**src/rtl/updown_pkg.sv**
```systemverilog
// Shared types for the programmable up/down counter: counting modes and one-shot FSM states.
package updown_pkg;

   typedef enum logic [1:0] {
      MODE_WRAP    = 2'b00,
      MODE_SAT     = 2'b01,
      MODE_ONESHOT = 2'b10,
      MODE_RSVD    = 2'b11
   } cnt_mode_e;

   typedef enum logic [1:0] {
      OS_IDLE = 2'b00,
      OS_RUN  = 2'b01,
      OS_DONE = 2'b10
   } os_state_e;

endpackage

```
**src/rtl/updown_next.sv**
```systemverilog
// Combinational next-count arithmetic: one wrap-or-saturate step of size s within 0..lim.
module updown_next #(
   parameter int WIDTH = 8
) (
   input  logic [WIDTH-1:0] q,
   input  logic [WIDTH-1:0] lim,
   input  logic [WIDTH:0]   s,
   input  logic             up_n,
   input  logic             sat,
   output logic [WIDTH-1:0] q_next,
   output logic             hit
);

   localparam logic [WIDTH-1:0] ONE = 1;

   logic [WIDTH:0]   q_x;
   logic [WIDTH:0]   lim_x;
   logic [WIDTH:0]   sum;
   logic [WIDTH-1:0] s_lo;

   assign q_x   = {1'b0, q};
   assign lim_x = {1'b0, lim};
   assign sum   = q_x + s;
   // Wrapped results always land in 0..lim, so modulo-2^WIDTH arithmetic is exact.
   assign s_lo  = s[WIDTH-1:0];

   always_comb begin
      q_next = q;
      hit    = 1'b0;
      if (up_n) begin
         if (sat) begin
            if (sum >= lim_x) begin
               q_next = lim;
               hit    = (q < lim);
            end else begin
               q_next = sum[WIDTH-1:0];
            end
         end else if (sum > lim_x) begin
            q_next = q + s_lo - lim - ONE;
            hit    = 1'b1;
         end else begin
            q_next = sum[WIDTH-1:0];
         end
      end else begin
         if (sat) begin
            if (q_x <= s) begin
               q_next = '0;
               hit    = (q != '0);
            end else begin
               q_next = q - s_lo;
            end
         end else if (q_x >= s) begin
            q_next = q - s_lo;
         end else begin
            q_next = q + lim + ONE - s_lo;
            hit    = 1'b1;
         end
      end
   end

endmodule

```
**src/rtl/updown_counter_mod.sv**
```systemverilog
// Programmable up/down counter with wrap, saturate and one-shot modes, parallel load,
// terminal-count pulse and sticky overflow flag. All outputs are registered.
module updown_counter_mod
   import updown_pkg::*;
#(
   parameter int WIDTH  = 8,
   parameter int STEP_W = 4
) (
   input  logic              clk,
   input  logic              rst_n,
   input  logic              en,
   input  logic              up_n,
   input  logic [1:0]        mode,
   input  logic [WIDTH-1:0]  lim,
   input  logic [STEP_W-1:0] step,
   input  logic              load,
   input  logic [WIDTH-1:0]  load_val,
   input  logic              start,
   input  logic              clr_ovf,
   output logic [WIDTH-1:0]  q,
   output logic              tc,
   output logic              busy,
   output logic              done,
   output logic              ovf
);

   localparam logic [WIDTH:0] ONE_X = 1;

   cnt_mode_e        mode_e;
   os_state_e        state_q, state_d;
   logic [WIDTH-1:0] q_q, q_d;
   logic             tc_q, tc_d;
   logic             ovf_q, ovf_d;
   logic             busy_q, busy_d;
   logic             done_q, done_d;

   logic             is_os;
   logic             sat;
   logic [WIDTH:0]   step_x;
   logic [WIDTH:0]   lim_p1;
   logic [WIDTH:0]   s;
   logic [WIDTH-1:0] q_next;
   logic             hit;
   logic             count_ok;
   logic             wrap_evt;

   assign mode_e = cnt_mode_e'(mode);
   assign is_os  = (mode_e == MODE_ONESHOT);
   assign sat    = (mode_e == MODE_SAT) || is_os;

   // Step is clamped to lim+1 so a single step never travels more than one full lap.
   assign step_x = {{(WIDTH + 1 - STEP_W){1'b0}}, step};
   assign lim_p1 = {1'b0, lim} + ONE_X;
   assign s      = (step_x > lim_p1) ? lim_p1 : step_x;

   updown_next #(
      .WIDTH (WIDTH)
   ) u_next (
      .q      (q_q),
      .lim    (lim),
      .s      (s),
      .up_n   (up_n),
      .sat    (sat),
      .q_next (q_next),
      .hit    (hit)
   );

   assign count_ok = en && (!is_os || (state_q == OS_RUN));

   always_comb begin
      q_d      = q_q;
      tc_d     = 1'b0;
      state_d  = state_q;
      wrap_evt = 1'b0;
      if (load) begin
         q_d = (load_val > lim) ? lim : load_val;
      end else if (start && is_os) begin
         q_d     = up_n ? '0 : lim;
         state_d = OS_RUN;
      end else if (count_ok) begin
         if (q_q > lim) begin
            q_d = lim;
         end else if (s != '0) begin
            q_d  = q_next;
            tc_d = hit;
            if (is_os && hit) begin
               state_d = OS_DONE;
            end
            wrap_evt = hit && !sat;
         end
      end
      if (!is_os) begin
         state_d = OS_IDLE;
      end
      ovf_d  = wrap_evt || (ovf_q && !clr_ovf);
      busy_d = (state_d == OS_RUN);
      done_d = (state_d == OS_DONE);
   end

   always_ff @(posedge clk) begin
      if (!rst_n) begin
         q_q     <= '0;
         tc_q    <= 1'b0;
         ovf_q   <= 1'b0;
         busy_q  <= 1'b0;
         done_q  <= 1'b0;
         state_q <= OS_IDLE;
      end else begin
         q_q     <= q_d;
         tc_q    <= tc_d;
         ovf_q   <= ovf_d;
         busy_q  <= busy_d;
         done_q  <= done_d;
         state_q <= state_d;
      end
   end

   assign q    = q_q;
   assign tc   = tc_q;
   assign ovf  = ovf_q;
   assign busy = busy_q;
   assign done = done_q;

endmodule

```
**config.mk**
```make
export PLATFORM = sky130hd
export DESIGN_NAME = updown_counter_mod
export DESIGN_NICKNAME = d
export VERILOG_FILES = /design/src/rtl/updown_pkg.sv /design/src/rtl/updown_next.sv /design/src/rtl/updown_counter_mod.sv
export SDC_FILE = /design/constraint.sdc
export NUM_CORES = 1
export LEC_CHECK = 0
export ABC_AREA = 1
export BUFFER_PORTS_ARGS = -buffer_cell sky130_fd_sc_hd__buf_2
export CAP_MARGIN = 20
export CORE_UTILIZATION = 56
export DETAILED_ROUTE_END_ITERATION = 10
export HOLD_SLACK_MARGIN = 0.06
export PLACE_DENSITY = 0.81
export SLEW_MARGIN = 20
export SYNTH_ARGS = -nofsm -noshare
export SYNTH_HDL_FRONTEND = slang
export SYNTH_SLANG_ARGS = --single-unit
```
**constraint.sdc**
```tcl
create_clock -name clk -period 4.5 [get_ports clk]
set_clock_uncertainty 0.15 [all_clocks]
set_input_delay 0.675 -clock clk [delete_from_list [all_inputs] [get_ports clk]]
set_output_delay 0.675 -clock clk [all_outputs]
set_load 0.02 [all_outputs]
```
==> flow_results.org <==
** Routing
- For this run, the detailed router's first-pass iteration total came to 5.
- Number of remaining DRC errors :: 0
- Drt total wl :: 15.5 mm
- In the final routed layout, each cell accounts on average for 17.9 microns.
- The routed layout has 5034 vias.
- In this run, the number of DRC markers left after iteration 0 of detailed routing was 375.
- In the routed layout, each cell is associated on average with a via count of 5.83.
- Once detail routing completed, the nets flagged for antenna violations numbered 0.

** Floorplanning
- The floorplan step set the die width to 86.8 microns.
- The die covers 7540 sq um.
- Placeable Area :: 6870 sq um
- Effective utilization at floorplan :: 58.7%
- Cell row count :: 30
- Top Ports :: 41
- Die height :: 86.8 microns

** STA
- The count of endpoints failing hold in the final timing report is 0.
- Static timing analysis puts the maximum clock frequency at 202 MHz.
- The final critical path takes up 110% of the cycle.
- The worst path in the final design needs a cycle of about 5000 ps, including I/O delays and setup.
- On the final layout, the worst hold slack is 312 ps.
- Setup violations remaining at the end of the flow were counted as 14.
- The final number of max-transition violations came to 0.
- Headroom to the max-slew limit :: a little under three fifths
- Actual transition at the worst max-transition pin :: 636 ps
- After layout, the worst setup slack is -455 ps.
- Setup repair after global routing could not meet its margin everywhere.

** Critical path
- Cell family with the largest share of critical-path delay :: simple AND/OR/NAND/NOR gates
- The worst setup path is launched from a primary input.
- Counting both buffers and inverters, the worst setup path holds a total of 9.
- Data arrives at the worst endpoint at 4990 ps.
- At the worst endpoint, the required time is 4540 ps.
- Largest stage delay, worst path :: 300 ps
- Endpoint kind of the worst setup timing path :: flop
- The startpoint identified for the worst register-to-register timing path is q[0].
- Along the worst path, the maximum fanout reaches 8.
- Type of the worst setup path :: primary input to flop
- Launch point of the worst path :: lim[0]
- Worst-path cell with the longest stage delay :: sky130_fd_sc_hd__ha_1

** Yosys
- Share of Yosys cell area claimed by the top area cell type :: 21.1%
- Yosys mapped the design onto 37 distinct sky130hd cell types.
- Number of warnings reported in the yosys synthesis log :: 0
- Largest area contributor in the synthesized netlist :: sky130_fd_sc_hd__ha_1
- Most frequently used flop master after synthesis :: sky130_fd_sc_hd__dfxtp_1
- Counting flops with an async set or reset pin after synthesis yields a share of 0%.
- Sequential cells were found to cover 6.96% of the synthesized design area.
- Synthesis handed over a netlist of 642 instances.
- Flops & latches, synth :: 14
- sky130_fd_sc_hd__nand2_1 is the most common cell in the netlist.
- Avg Cell Area, Syn :: between 6 and 7 sq um
- Sorting the synthesized cells by area gives the leading types as sky130_fd_sc_hd__ha_1 21%, sky130_fd_sc_hd__nand2_1 15%, sky130_fd_sc_hd__inv_1 9.1%.
- Mapped cell area :: 4030 sq um
- In this run, synthesis inferred 0 flip-flops with an integrated enable.
- Top cells by instance count after synthesis :: 160 x sky130_fd_sc_hd__nand2_1, 98 x sky130_fd_sc_hd__inv_1, 68 x sky130_fd_sc_hd__ha_1, 52 x sky130_fd_sc_hd__a21oi_1, 45 x sky130_fd_sc_hd__nand3_1

** Min path
- The min-delay analysis places its worst path in the category flop to flop.
- The worst hold path begins at ovf.

** Power
- In this run the power density over the cells is 340 nW/um^2.
- Overall power after layout :: 1860 uW
- Worst ir drop on vdd :: between 0.2 and 0.25 mV
- Sequential power share :: 8.2%
- Total net switching power :: 1010 uW
- Leakage Power :: 0.00292 uW
- Internal power comes to approximately 850 uW.
- Of the total power, the share spent switching nets is 54.3%.
- Part of the total power dissipated in the clock network :: 5.8%
- Combinational share of power :: 86.0%

** Global route
- After global routing the overflow that remains totals 0.
- Overall routing resource usage :: 39.8%
- Met1 demand-to-capacity share in global routing :: 48.7%
- Number of antenna violations at the first check in global routing :: 0
- Vias in the first global route :: 4734
- Entering global routing, the biggest net connects 17 pins.
- After global routing, the most crowded layer is met2.
- The first global-routing pass estimated roughly 23 mm of wire.
- Met2 usage :: 70.2%
- Grt met3 use :: 2.95%

** Place
- DP Wirelength :: 11.5 mm
- Routability-driven placement finished with a final weighted congestion of ~1.0.
- Port Buf Inserts :: 40

** Layout
- Compared with the post-synthesis result, the final layout area differs by 36.3%.
- Final-layout fill cell count :: between 400 and 500
- Nets :: 880
- 0 antenna diodes ended up in the layout.
- Cells with a size suffix above 1 make up a little under a third of the layout.

** Job
- The tool flagged a number of max-cap violations equal to 0.

** Clocking
- The tree built by TritonCTS fans out to 14 sinks.
- Counting the buffers created by CTS gives 3.
- Hold buffers post-CTS :: 0
- TritonCTS built the clock tree.
- Clock Tree Buf Depth :: 2
- After clock tree synthesis, the clock-pin slew on the worst setup and hold paths is 60 ps.
- Root Buffer Master :: sky130_fd_sc_hd__clkbuf_8
- The later pin in the worst-skew pair is clocked with a latency of approximately 250 ps.
- CTS built an H-tree with a depth of 1.

** Status
- Violations in the final reports :: negative setup slack
- The run finished, with violations left.
[power by group through the flow]
stage / sequential, uW / combinational, uW / clock, uW
6_report: 153 / 1600 / 109
2_1_floorplan: 179 / 857 / 0
3_5_place_dp: 154 / 1320 / 0
5_1_grt: 153 / 1740 / 111
3_3_place_gp: 154 / 1290 / 0
4_1_cts: 151 / 1440 / 104
[worst paths after layout]
kind	end	slack, ps	cells past startpoint
max	q[1]	-460	36
min	ovf	310	2
max reg2reg	q[1]	810	23
min reg2reg	ovf	310	2
[placed cells by master (no fill, tap or decap), types with 3 or more instances in the layout]
cell,synthesis,layout
sky130_fd_sc_hd__a21oi_1,52,41
sky130_fd_sc_hd__o21ai_0,24,23
sky130_fd_sc_hd__nand2_4,0,4
sky130_fd_sc_hd__xor2_1,20,18
sky130_fd_sc_hd__ha_4,0,12
sky130_fd_sc_hd__o211ai_1,8,8
sky130_fd_sc_hd__nand3b_1,3,3
sky130_fd_sc_hd__buf_8,0,3
sky130_fd_sc_hd__xnor2_1,7,5
sky130_fd_sc_hd__conb_1,2,12
sky130_fd_sc_hd__nand3_4,0,3
sky130_fd_sc_hd__buf_6,2,3
sky130_fd_sc_hd__o21ai_1,10,11
sky130_fd_sc_hd__ha_1,68,56
sky130_fd_sc_hd__fa_1,14,13
sky130_fd_sc_hd__inv_2,4,14
sky130_fd_sc_hd__nand2_2,10,25
sky130_fd_sc_hd__nor2_1,41,37
sky130_fd_sc_hd__nand3_1,45,33
sky130_fd_sc_hd__buf_2,6,37
sky130_fd_sc_hd__clkbuf_8,0,3
sky130_fd_sc_hd__dfxtp_1,14,14
sky130_fd_sc_hd__buf_4,0,81
sky130_fd_sc_hd__a21o_1,3,3
sky130_fd_sc_hd__nor2_4,3,7
sky130_fd_sc_hd__inv_1,98,88
sky130_fd_sc_hd__nand4_1,18,18
sky130_fd_sc_hd__nand3_2,5,14
sky130_fd_sc_hd__a21oi_2,2,13
sky130_fd_sc_hd__nand2_1,160,141
[layout make-up]
class | instances | area (sq um) | share of cell area, %
multi-input cells | 523 | 3770 | 68.7
well taps | 96 | 120 | 2.19
clock buffers | 3 | 41.3 | 0.752
flip-flops and latches | 14 | 280 | 5.10
inverters | 102 | 383 | 6.97
repair buffers | 125 | 892 | 16.2
[through the flow]
step | area, sq um | setup slack (ps) | setup TNS, ps | utilization, % | cells
after floorplan | 4160 | -32.0 | -114 | - | 652
after global placement | 4890 | -577 | -6750 | 71.3 | 840
after detailed placement | 4890 | -611 | -7630 | 71.3 | 840
after CTS | 5270 | -153 | -1290 | 76.7 | 858
after global routing | 5490 | -672 | -8370 | 79.9 | 863
final | 5490 | -455 | -5350 | 79.9 | 863
[flip-flops by register name, summed over array words and instances, names as in the netlist]
register,cells
state_q,2
busy,1
done,1
ovf,1
q,8
tc,1
[metal layers]
metal	vias to the layer above	part of all wire [%]
met5	-	0
met4	0	6.5
met3	96	8.0
met2	336	47
met1	2270	39
li1	2332	-
[cell families (layout without fill, tap and decap cells)]
family	after synthesis	in the layout	share of synthesized area (%)
DFF	14	14	6.96
and+or+nand+nor	295	295	32.9
xor gates and xnor gates	27	27	5.87
AOI/OAI and AO/OA	107	107	14.8
adders and majority gates	82	82	28.1
buffers and inverters	115	230	11.3
other	2	12	0.186
[worst reg2reg max path, delay by kind of cell (launching register included)]
family / cells / cell delay [ps]
AND/OR/NAND/NOR: 11 / 890
adder cells (fa/ha/maj): 3 / 840
flip-flops: 1 / 590
AO/OA/AOI/OAI: 4 / 490
buffers and inverters: 4 / 440
XOR/XNOR: 1 / 230
[repair_timing]
| action | 4_1_cts | 5_1_grt |
|---|---|---|
| gates resized for setup | 47 | 39 |
| endpoints found under the setup margin | 14 | 14 |
| pin swaps | 46 | 50 |
| buffers inserted | 15 | 5 |
Note: power is estimated with default switching activity, not from simulation.
